$ cat config.mk
export PLATFORM = sky130hd
export DESIGN_NAME = mem_stage
export DESIGN_NICKNAME = d
export VERILOG_FILES = /design/src/rtl/mem_stage.sv
export SDC_FILE = /design/constraint.sdc
export NUM_CORES = 1
export LEC_CHECK = 0
export CAP_MARGIN = 20
export CORE_MARGIN = 2
export CORE_UTILIZATION = 44
export CTS_CLUSTER_DIAMETER = 30
export DETAILED_ROUTE_END_ITERATION = 6
export PLACE_DENSITY = 0.9
export SLEW_MARGIN = 20
export SYNTH_ARGS = -nofsm -noshare
export SYNTH_HDL_FRONTEND = slang
export SYNTH_SLANG_ARGS = --single-unit
$ cat constraint.sdc
create_clock -name clock -period 2.1 [get_ports clock]
set_clock_uncertainty 0.2 [all_clocks]
set_input_delay 0.42 -clock clock [delete_from_list [all_inputs] [get_ports clock]]
set_output_delay 0.42 -clock clock [all_outputs]
set_load 0.01 [all_outputs]
$ cat src/rtl/mem_stage.sv
// Memory pipeline stage: passes non-memory instructions straight to write-back,
// rejects misaligned accesses, and runs one data-memory request at a time with
// an ack timeout.
// Ports:
//   clock, reset                 rising-edge clock, synchronous active-high reset
//   in_valid, result, store_data, flag, mem_read, mem_write, reg_write, write_reg
//                                EX-stage instruction inputs
//   stall                        EX/ID hold while a memory request is pending
//   mem_req, mem_we, mem_addr, mem_wdata / mem_rdata, mem_ack
//                                data-memory request / response
//   wb_valid, wb_data, wb_reg, wb_reg_write, wb_flag, wb_exc
//                                write-back outputs (wb_exc: 0 none, 1 misaligned, 2 bus error)
module mem_stage #(
    parameter int unsigned TIMEOUT_CYCLES = 255
) (
    input  logic        clock,
    input  logic        reset,
    input  logic        in_valid,
    input  logic [31:0] result,
    input  logic [31:0] store_data,
    input  logic [2:0]  flag,
    input  logic        mem_read,
    input  logic        mem_write,
    input  logic        reg_write,
    input  logic [4:0]  write_reg,
    output logic        stall,
    output logic        mem_req,
    output logic        mem_we,
    output logic [31:0] mem_addr,
    output logic [31:0] mem_wdata,
    input  logic [31:0] mem_rdata,
    input  logic        mem_ack,
    output logic        wb_valid,
    output logic [31:0] wb_data,
    output logic [4:0]  wb_reg,
    output logic        wb_reg_write,
    output logic [2:0]  wb_flag,
    output logic [1:0]  wb_exc
);

    localparam int unsigned CNT_W = 8;

    localparam logic [0:0] S_IDLE = 1'b0;
    localparam logic [0:0] S_WAIT = 1'b1;

    localparam logic [1:0] EXC_NONE  = 2'd0;
    localparam logic [1:0] EXC_ALIGN = 2'd1;
    localparam logic [1:0] EXC_BUS   = 2'd2;

    logic [0:0]       state_q, state_d;
    logic [CNT_W-1:0] cnt_q, cnt_d;
    logic             mem_req_q, mem_req_d;
    logic             mem_we_q, mem_we_d;
    logic [31:0]      mem_addr_q, mem_addr_d;
    logic [31:0]      mem_wdata_q, mem_wdata_d;
    logic [4:0]       lat_reg_q, lat_reg_d;
    logic             lat_rw_q, lat_rw_d;
    logic [2:0]       lat_flag_q, lat_flag_d;
    logic             wb_valid_q, wb_valid_d;
    logic [31:0]      wb_data_q, wb_data_d;
    logic [4:0]       wb_reg_q, wb_reg_d;
    logic             wb_rw_q, wb_rw_d;
    logic [2:0]       wb_flag_q, wb_flag_d;
    logic [1:0]       wb_exc_q, wb_exc_d;

    // State register
    always_ff @(posedge clock) begin
        if (reset) begin
            state_q     <= S_IDLE;
            cnt_q       <= '0;
            mem_req_q   <= 1'b0;
            mem_we_q    <= 1'b0;
            mem_addr_q  <= '0;
            mem_wdata_q <= '0;
            lat_reg_q   <= '0;
            lat_rw_q    <= 1'b0;
            lat_flag_q  <= '0;
            wb_valid_q  <= 1'b0;
            wb_data_q   <= '0;
            wb_reg_q    <= '0;
            wb_rw_q     <= 1'b0;
            wb_flag_q   <= '0;
            wb_exc_q    <= EXC_NONE;
        end else begin
            state_q     <= state_d;
            cnt_q       <= cnt_d;
            mem_req_q   <= mem_req_d;
            mem_we_q    <= mem_we_d;
            mem_addr_q  <= mem_addr_d;
            mem_wdata_q <= mem_wdata_d;
            lat_reg_q   <= lat_reg_d;
            lat_rw_q    <= lat_rw_d;
            lat_flag_q  <= lat_flag_d;
            wb_valid_q  <= wb_valid_d;
            wb_data_q   <= wb_data_d;
            wb_reg_q    <= wb_reg_d;
            wb_rw_q     <= wb_rw_d;
            wb_flag_q   <= wb_flag_d;
            wb_exc_q    <= wb_exc_d;
        end
    end

    // Next-state and output logic; wb_valid/wb_reg_write pulse only on completion
    always_comb begin
        state_d     = state_q;
        cnt_d       = cnt_q;
        mem_req_d   = mem_req_q;
        mem_we_d    = mem_we_q;
        mem_addr_d  = mem_addr_q;
        mem_wdata_d = mem_wdata_q;
        lat_reg_d   = lat_reg_q;
        lat_rw_d    = lat_rw_q;
        lat_flag_d  = lat_flag_q;
        wb_valid_d  = 1'b0;
        wb_data_d   = wb_data_q;
        wb_reg_d    = wb_reg_q;
        wb_rw_d     = 1'b0;
        wb_flag_d   = wb_flag_q;
        wb_exc_d    = wb_exc_q;

        case (state_q)
            S_IDLE: begin
                if (in_valid) begin
                    if (!mem_read && !mem_write) begin
                        wb_valid_d = 1'b1;
                        wb_data_d  = result;
                        wb_reg_d   = write_reg;
                        wb_rw_d    = reg_write;
                        wb_flag_d  = flag;
                        wb_exc_d   = EXC_NONE;
                    end else if (result[1:0] != 2'b00) begin
                        wb_valid_d = 1'b1;
                        wb_data_d  = result;
                        wb_reg_d   = write_reg;
                        wb_flag_d  = flag;
                        wb_exc_d   = EXC_ALIGN;
                    end else begin
                        state_d     = S_WAIT;
                        cnt_d       = '0;
                        mem_req_d   = 1'b1;
                        mem_we_d    = mem_write;
                        mem_addr_d  = result;
                        mem_wdata_d = store_data;
                        lat_reg_d   = write_reg;
                        lat_rw_d    = reg_write;
                        lat_flag_d  = flag;
                    end
                end
            end
            S_WAIT: begin
                if (mem_ack) begin
                    // Ack is checked first so it beats a same-cycle timeout
                    state_d    = S_IDLE;
                    mem_req_d  = 1'b0;
                    wb_valid_d = 1'b1;
                    wb_reg_d   = lat_reg_q;
                    wb_flag_d  = lat_flag_q;
                    wb_exc_d   = EXC_NONE;
                    if (mem_we_q) begin
                        wb_data_d = mem_addr_q;
                        wb_rw_d   = 1'b0;
                    end else begin
                        wb_data_d = mem_rdata;
                        wb_rw_d   = lat_rw_q;
                    end
                end else if (cnt_q == CNT_W'(TIMEOUT_CYCLES)) begin
                    state_d    = S_IDLE;
                    mem_req_d  = 1'b0;
                    wb_valid_d = 1'b1;
                    wb_data_d  = mem_addr_q;
                    wb_reg_d   = lat_reg_q;
                    wb_flag_d  = lat_flag_q;
                    wb_exc_d   = EXC_BUS;
                end else begin
                    cnt_d = cnt_q + CNT_W'(1);
                end
            end
            default: begin
                state_d   = S_IDLE;
                mem_req_d = 1'b0;
            end
        endcase
    end

    assign stall        = (state_q == S_WAIT);
    assign mem_req      = mem_req_q;
    assign mem_we       = mem_we_q;
    assign mem_addr     = mem_addr_q;
    assign mem_wdata    = mem_wdata_q;
    assign wb_valid     = wb_valid_q;
    assign wb_data      = wb_data_q;
    assign wb_reg       = wb_reg_q;
    assign wb_reg_write = wb_rw_q;
    assign wb_flag      = wb_flag_q;
    assign wb_exc       = wb_exc_q;

endmodule
# == Word-level counts from Yosys, hierarchy flattened ==
# Index checks and enable logic that the tools add are counted.
# word_totals
wordCells,89
inputBits,111
register_bits,128
output_inout_bits,111
# classes
addsub,1
n_reduce_logical,8
bitwise,3
muxes,54
n_eq_ne,8
# op_table
operator,n
two-way mux 32 bit,6
case mux 32 bit (2 select lines),1
two-way mux 8 bit,5
two-way mux 5 bit,5
two-way mux 1 bit,19
case mux 8 bit (2 select lines),1
two-way mux 3 bit,5
two-way mux 2 bit,5
"!= test 2 bit, second input constant",5
case mux 5 bit (2 select lines),1
"adder 8 x 1 -> 8 bit, second input constant",1
"equality test 8 bit, second input constant",1
case mux 1 bit (2 select lines),4
AND reduction 4 bit,2
case mux 3 bit (2 select lines),1
AND reduction 5 bit,1
case mux 2 bit (2 select lines),1
"!= test 3 x 2 -> 1 bit, second input constant",1
"!= test 3 bit, second input constant",1
NOT 1 bit,3
AND reduction 3 bit,1
zero test 1 bit,2
nonzero test 2 bit,1
logical AND 1 bit,1

# == Depth between registers and ports, before layout ==
# logic_depth
depth_word,5
ltp_mapped,7
mapped_depth_nobuf,5

# == Least setup slack after synthesis ==
# OpenSTA, ideal clock, no wires.
# synth_timing
path_kind,reg2reg
start,"register state_q, in the netlist stall"
end,register cnt_q[3]
arrival_time_ns,1.593
setup_time_ns,0.115
t_required_ns,1.785
synth_period_minus_slack_ns,1.907
n_path_buf,3
stages_incl_launch_ff,8
slack_ns,0.193
path_cell_list,dfxtp_1 -> buf_6 -> nand2b_4 -> or4_1 -> buf_2 -> buf_6 -> o211a_1 -> o21a_1
# synth_via
elab_chain_cells,3
elab_cells_between_ends,8
cone_classes,eq/ne (5); mux (1); bitwise (1); reduce/logical (1)
# synth_rtl
element,line_no,text
"start, declared",50,"logic [0:0] state_q, state_d;"
"start signal, assigned",85,state_q <= state_d;
NOT 1 bit (no source line),-,
!= test 2 bit (no source line),-,
AND reduction 5 bit (no source line),-,
"end signal, assigned",86,cnt_q <= cnt_d;
"end, declared",51,"logic [CNT_W-1:0] cnt_q, cnt_d;"
# Several ways; a longest one is shown, not always the timed one.
# A chain may end at the register's enable or synchronous reset.

# == Worst setup path after layout ==
# layout_timing
start,"register mem_we_q, in the netlist mem_we"
end,output port mem_we
# layout_rtl
element,line_no,text
"start, declared",53,"logic mem_we_q, mem_we_d;"
"start signal, assigned",88,mem_we_q <= mem_we_d;
"end, declared",28,"output logic mem_we,"
# No word-level cell between the ends.

==> metrics.md <==
| Metric | Value |
|---|---|
| Cts bufs inserted | `17` |
| Outcome | `completed` |
| Most frequent cell after synthesis | `nand2_1` |
| Post-Syn Instances | `approximately 650` |
| Final setup fails | `0` |
| Fill cell count | `883` |
| Die W | `approximately 120 µm` |
| H-tree depth | `4` |
| Synth Register Bits | `around 130` |
| Root Driver | `clkbuf_16` |
| Unique cell type count in the Yosys netlist | `41` |
| Design Power | `approximately 0.0064 W` |
| Seq/Total Area, Yosys | `46.3%` |
| Leading area contributor after synthesis | `dfxtp_1` |
| Combinational cell fraction of total power | `~16%` |
| Initial antenna violation count | `0` |
| Clock sink count | `128` |
| Design area | `8730 µm²` |
| DRT Pass-1 Iters | `5` |
| Pwr dens | `736 nW/µm²` |
| Global route total overflow | `0` |
| Max Slew Vio Count | `0` |
| Biggest cell delay along the critical path | `580 ps` |
| Core area | `roughly 12000 µm²` |
| Layout cell share with drive strength beyond 1 | `9.00%` |
| Diode count | `0` |
| Cell Area, Placed | `roughly 8100 µm²` |
| Largest net degree at the start of global routing | `between 50 and 60` |
| Area share of the leading cell type in the synthesized netlist | `about 46%` |
| RD Place Congestion | `0.843` |
| Post-Syn Nets | `around 760` |
| Internal | `between 0.004 and 0.005 W` |
| Fin crit share | `96.2%` |
| Residual DRC | `0` |
| Layout area overhead | `57.5%` |
| Sw Ratio | `~23%` |
| Via density | `roughly 5.2` |
| First-pass GRT wire length | `26.0 mm` |
| Crit-path max FO | `3` |
| Top achievable clock speed | `495 MHz` |
| Remaining antenna violation count | `0` |
| Max rail drop VDD | `~0.52 mV` |
| Worst-margin pin slew | `~450 ps` |
| CP Class | `reg -> out` |
| Final Worst Setup Slack | `approximately 80 ps` |
| CTS tree | `done` |
| Multi-input logic area | `2740 µm²` |
| WL/cell | `16.0 µm` |
| Number of max-cap violations | `0` |
| Reg power frac | `40.5%` |
| Post-synth EDFFs | `0` |
| I/O pin count | `222` |
| Crit-path cells | `clkdlybuf4s50_1` |
| Port Buffers | `around 220` |
| Top area cells in the synthesized netlist | `dfxtp_1, mux2i_1, nand2_1` |
| Post-CTS setup buffer count | `0` |
| Hold Vio Cnt, Final | `0` |
| Max clock buf depth | `2` |
| Worst Setup Slack post-DPL | `-431 ps` |
| Mean Syn Cell Area | `8.50 µm²` |
| Clk pwr share | `between 40% and 50%` |
| Hold_buf cts | `0` |
| CP max stage cell | `clkdlybuf4s50_1` |
| Endpoint class of the critical path | `primary output` |
| P_leak | `3.41 nW` |
| Final net count | `988` |
| RSZ-0062 raised after global routing | `no` |
| Synth warn | `0` |
| Starting Density | `between 40% and 50%` |
| DR vias | `about 5500` |
| Net load switching power | `0.00149 W` |
| Storage cell area | `2570 µm²` |
| Die H | `116 µm` |
| Die area | `13500 µm²` |
| Delay-heaviest family, CP | `buffers and inverters` |
| Cell area after synthesis | `5540 µm²` |
| DP Wirelength | `11.7 mm` |
| Later-pin clock latency in the skew report | `400 ps` |
| Commonest cells post-synth | `nand2_1, dfxtp_1, a21oi_1, mux2i_1, nor2_1` |
| Vias in the first global route | `5351` |
| Gr usage total | `roughly 25%` |
| Final wirelength | `16.9 mm` |
| Hold WS | `about 230 ps` |
| Prevailing post-synth register cell | `dfxtp_1` |
| Clk slew on worst S/H paths | `roughly 50 ps` |
| Setup TNS | `0 ps` |
| Site Rows | `40` |
| HP Class | `in -> reg` |
| Synth async-reset ratio | `0%` |
| Crit path arrival time | `about 1400 ps` |
| Crit start category | `register` |
| Slew headroom | `between 60% and 70%` |
| Tmin final | `approximately 2000 ps` |
| Worst Path Required | `1480 ps` |
| DR iter-0 viols | `347` |
| WP buf/inv | `1` |
==> power groups by stage <==
stage	sequential (W)	clock [W]	combinational, W
2_1_floorplan	0.00270	0	0.000371
3_3_place_gp	0.00265	0	0.000981
3_5_place_dp	0.00265	0	0.000998
4_1_cts	0.00260	0.00285	0.00101
5_1_grt	0.00261	0.00296	0.00108
6_report	0.00260	0.00281	0.00101
==> layout by cell type (no fill, tap or decap), types with 2 or more instances in the layout <==
cell,Yosys,final
clkinv_2,0,2
buf_12,0,9
o21a_1,2,2
clkbuf_16,0,17
dfxtp_1,128,127
nor4_1,2,2
nor2_1,39,39
o31ai_1,2,2
mux2i_1,72,72
o21ai_0,3,3
a31o_2,2,2
a21oi_1,78,78
clkbuf_1,35,5
and3_1,3,3
nand2_1,181,181
o211ai_1,9,9
o211a_1,9,9
clkbuf_8,0,6
clkdlybuf4s50_1,0,219
nor3_1,2,2
a211o_1,32,32
inv_1,4,3
nand4_1,3,3
nand3_1,5,5
buf_4,4,30
==> worst paths after layout <==
check	startpoint	endpoint	slack, ps	cells after the start
setup reg to reg	stall$_SDFF_PP0_	wb_exc[0]$_SDFFE_PP0P_	180	5
setup / recovery	mem_we$_SDFFE_PP0P_	mem_we	80	1
hold / removal	reset	mem_addr[8]$_SDFFE_PP0P_	230	2
hold reg to reg	mem_wdata[21]$_SDFFE_PP0P_	mem_wdata[21]$_SDFFE_PP0P_	250	2
==> metal layers <==
metal  track usage, %  vias up  wire length, µm
met2             42.2      196             8330
met3             6.69       29             1220
met1             29.3     2574             6950
li1                 -     2685                -
met5                0        -                0
met4             9.84        0              435
==> final cells by class <==
cell class | count | share of cell area (%)
Clock inverter | 4 | 0.545
Clock buffer | 28 | 6.04
Tap cell | 168 | 2.41
Multi-Input combinational cell | 465 | 31.4
Timing Repair Buffer | 260 | 30.0
Inverter | 4 | 0.172
Sequential cell | 128 | 29.4
==> stage by stage <==
| step | cells | util [%] |
|---|---|---|
| 3_3_place_gp | 1025 | 66.9 |
| 3_5_place_dp | 1025 | 66.9 |
| 6_report | 1057 | 71.8 |
| 5_1_grt | 1057 | 71.8 |
| 4_1_cts | 1057 | 71.7 |
| 2_1_floorplan | 652 | - |
==> kinds of logic (layout without fill, tap and decap cells) <==
| group | count (synthesis) | count (layout) | synth area share [%] |
|---|---|---|---|
| buffers and inverters | 59 | 296 | 4.86 |
| AND/OR/NAND/NOR | 244 | 244 | 17.8 |
| AO/OA/AOI/OAI | 145 | 145 | 17.4 |
| XOR/XNOR | 2 | 2 | 0.316 |
| adder cells (fa/ha/maj) | 1 | 1 | 0.226 |
| flip-flops | 128 | 128 | 46.3 |
| multiplexers | 73 | 73 | 13.2 |
==> repair_timing <==
item                                    in CTS  in global routing
resized for setup                            3                  1
pin swaps                                    0                  0
endpoints found under the hold margin        0                  0
endpoints found under the setup margin      30                  9
Note: power is estimated with default switching activity, not from simulation.
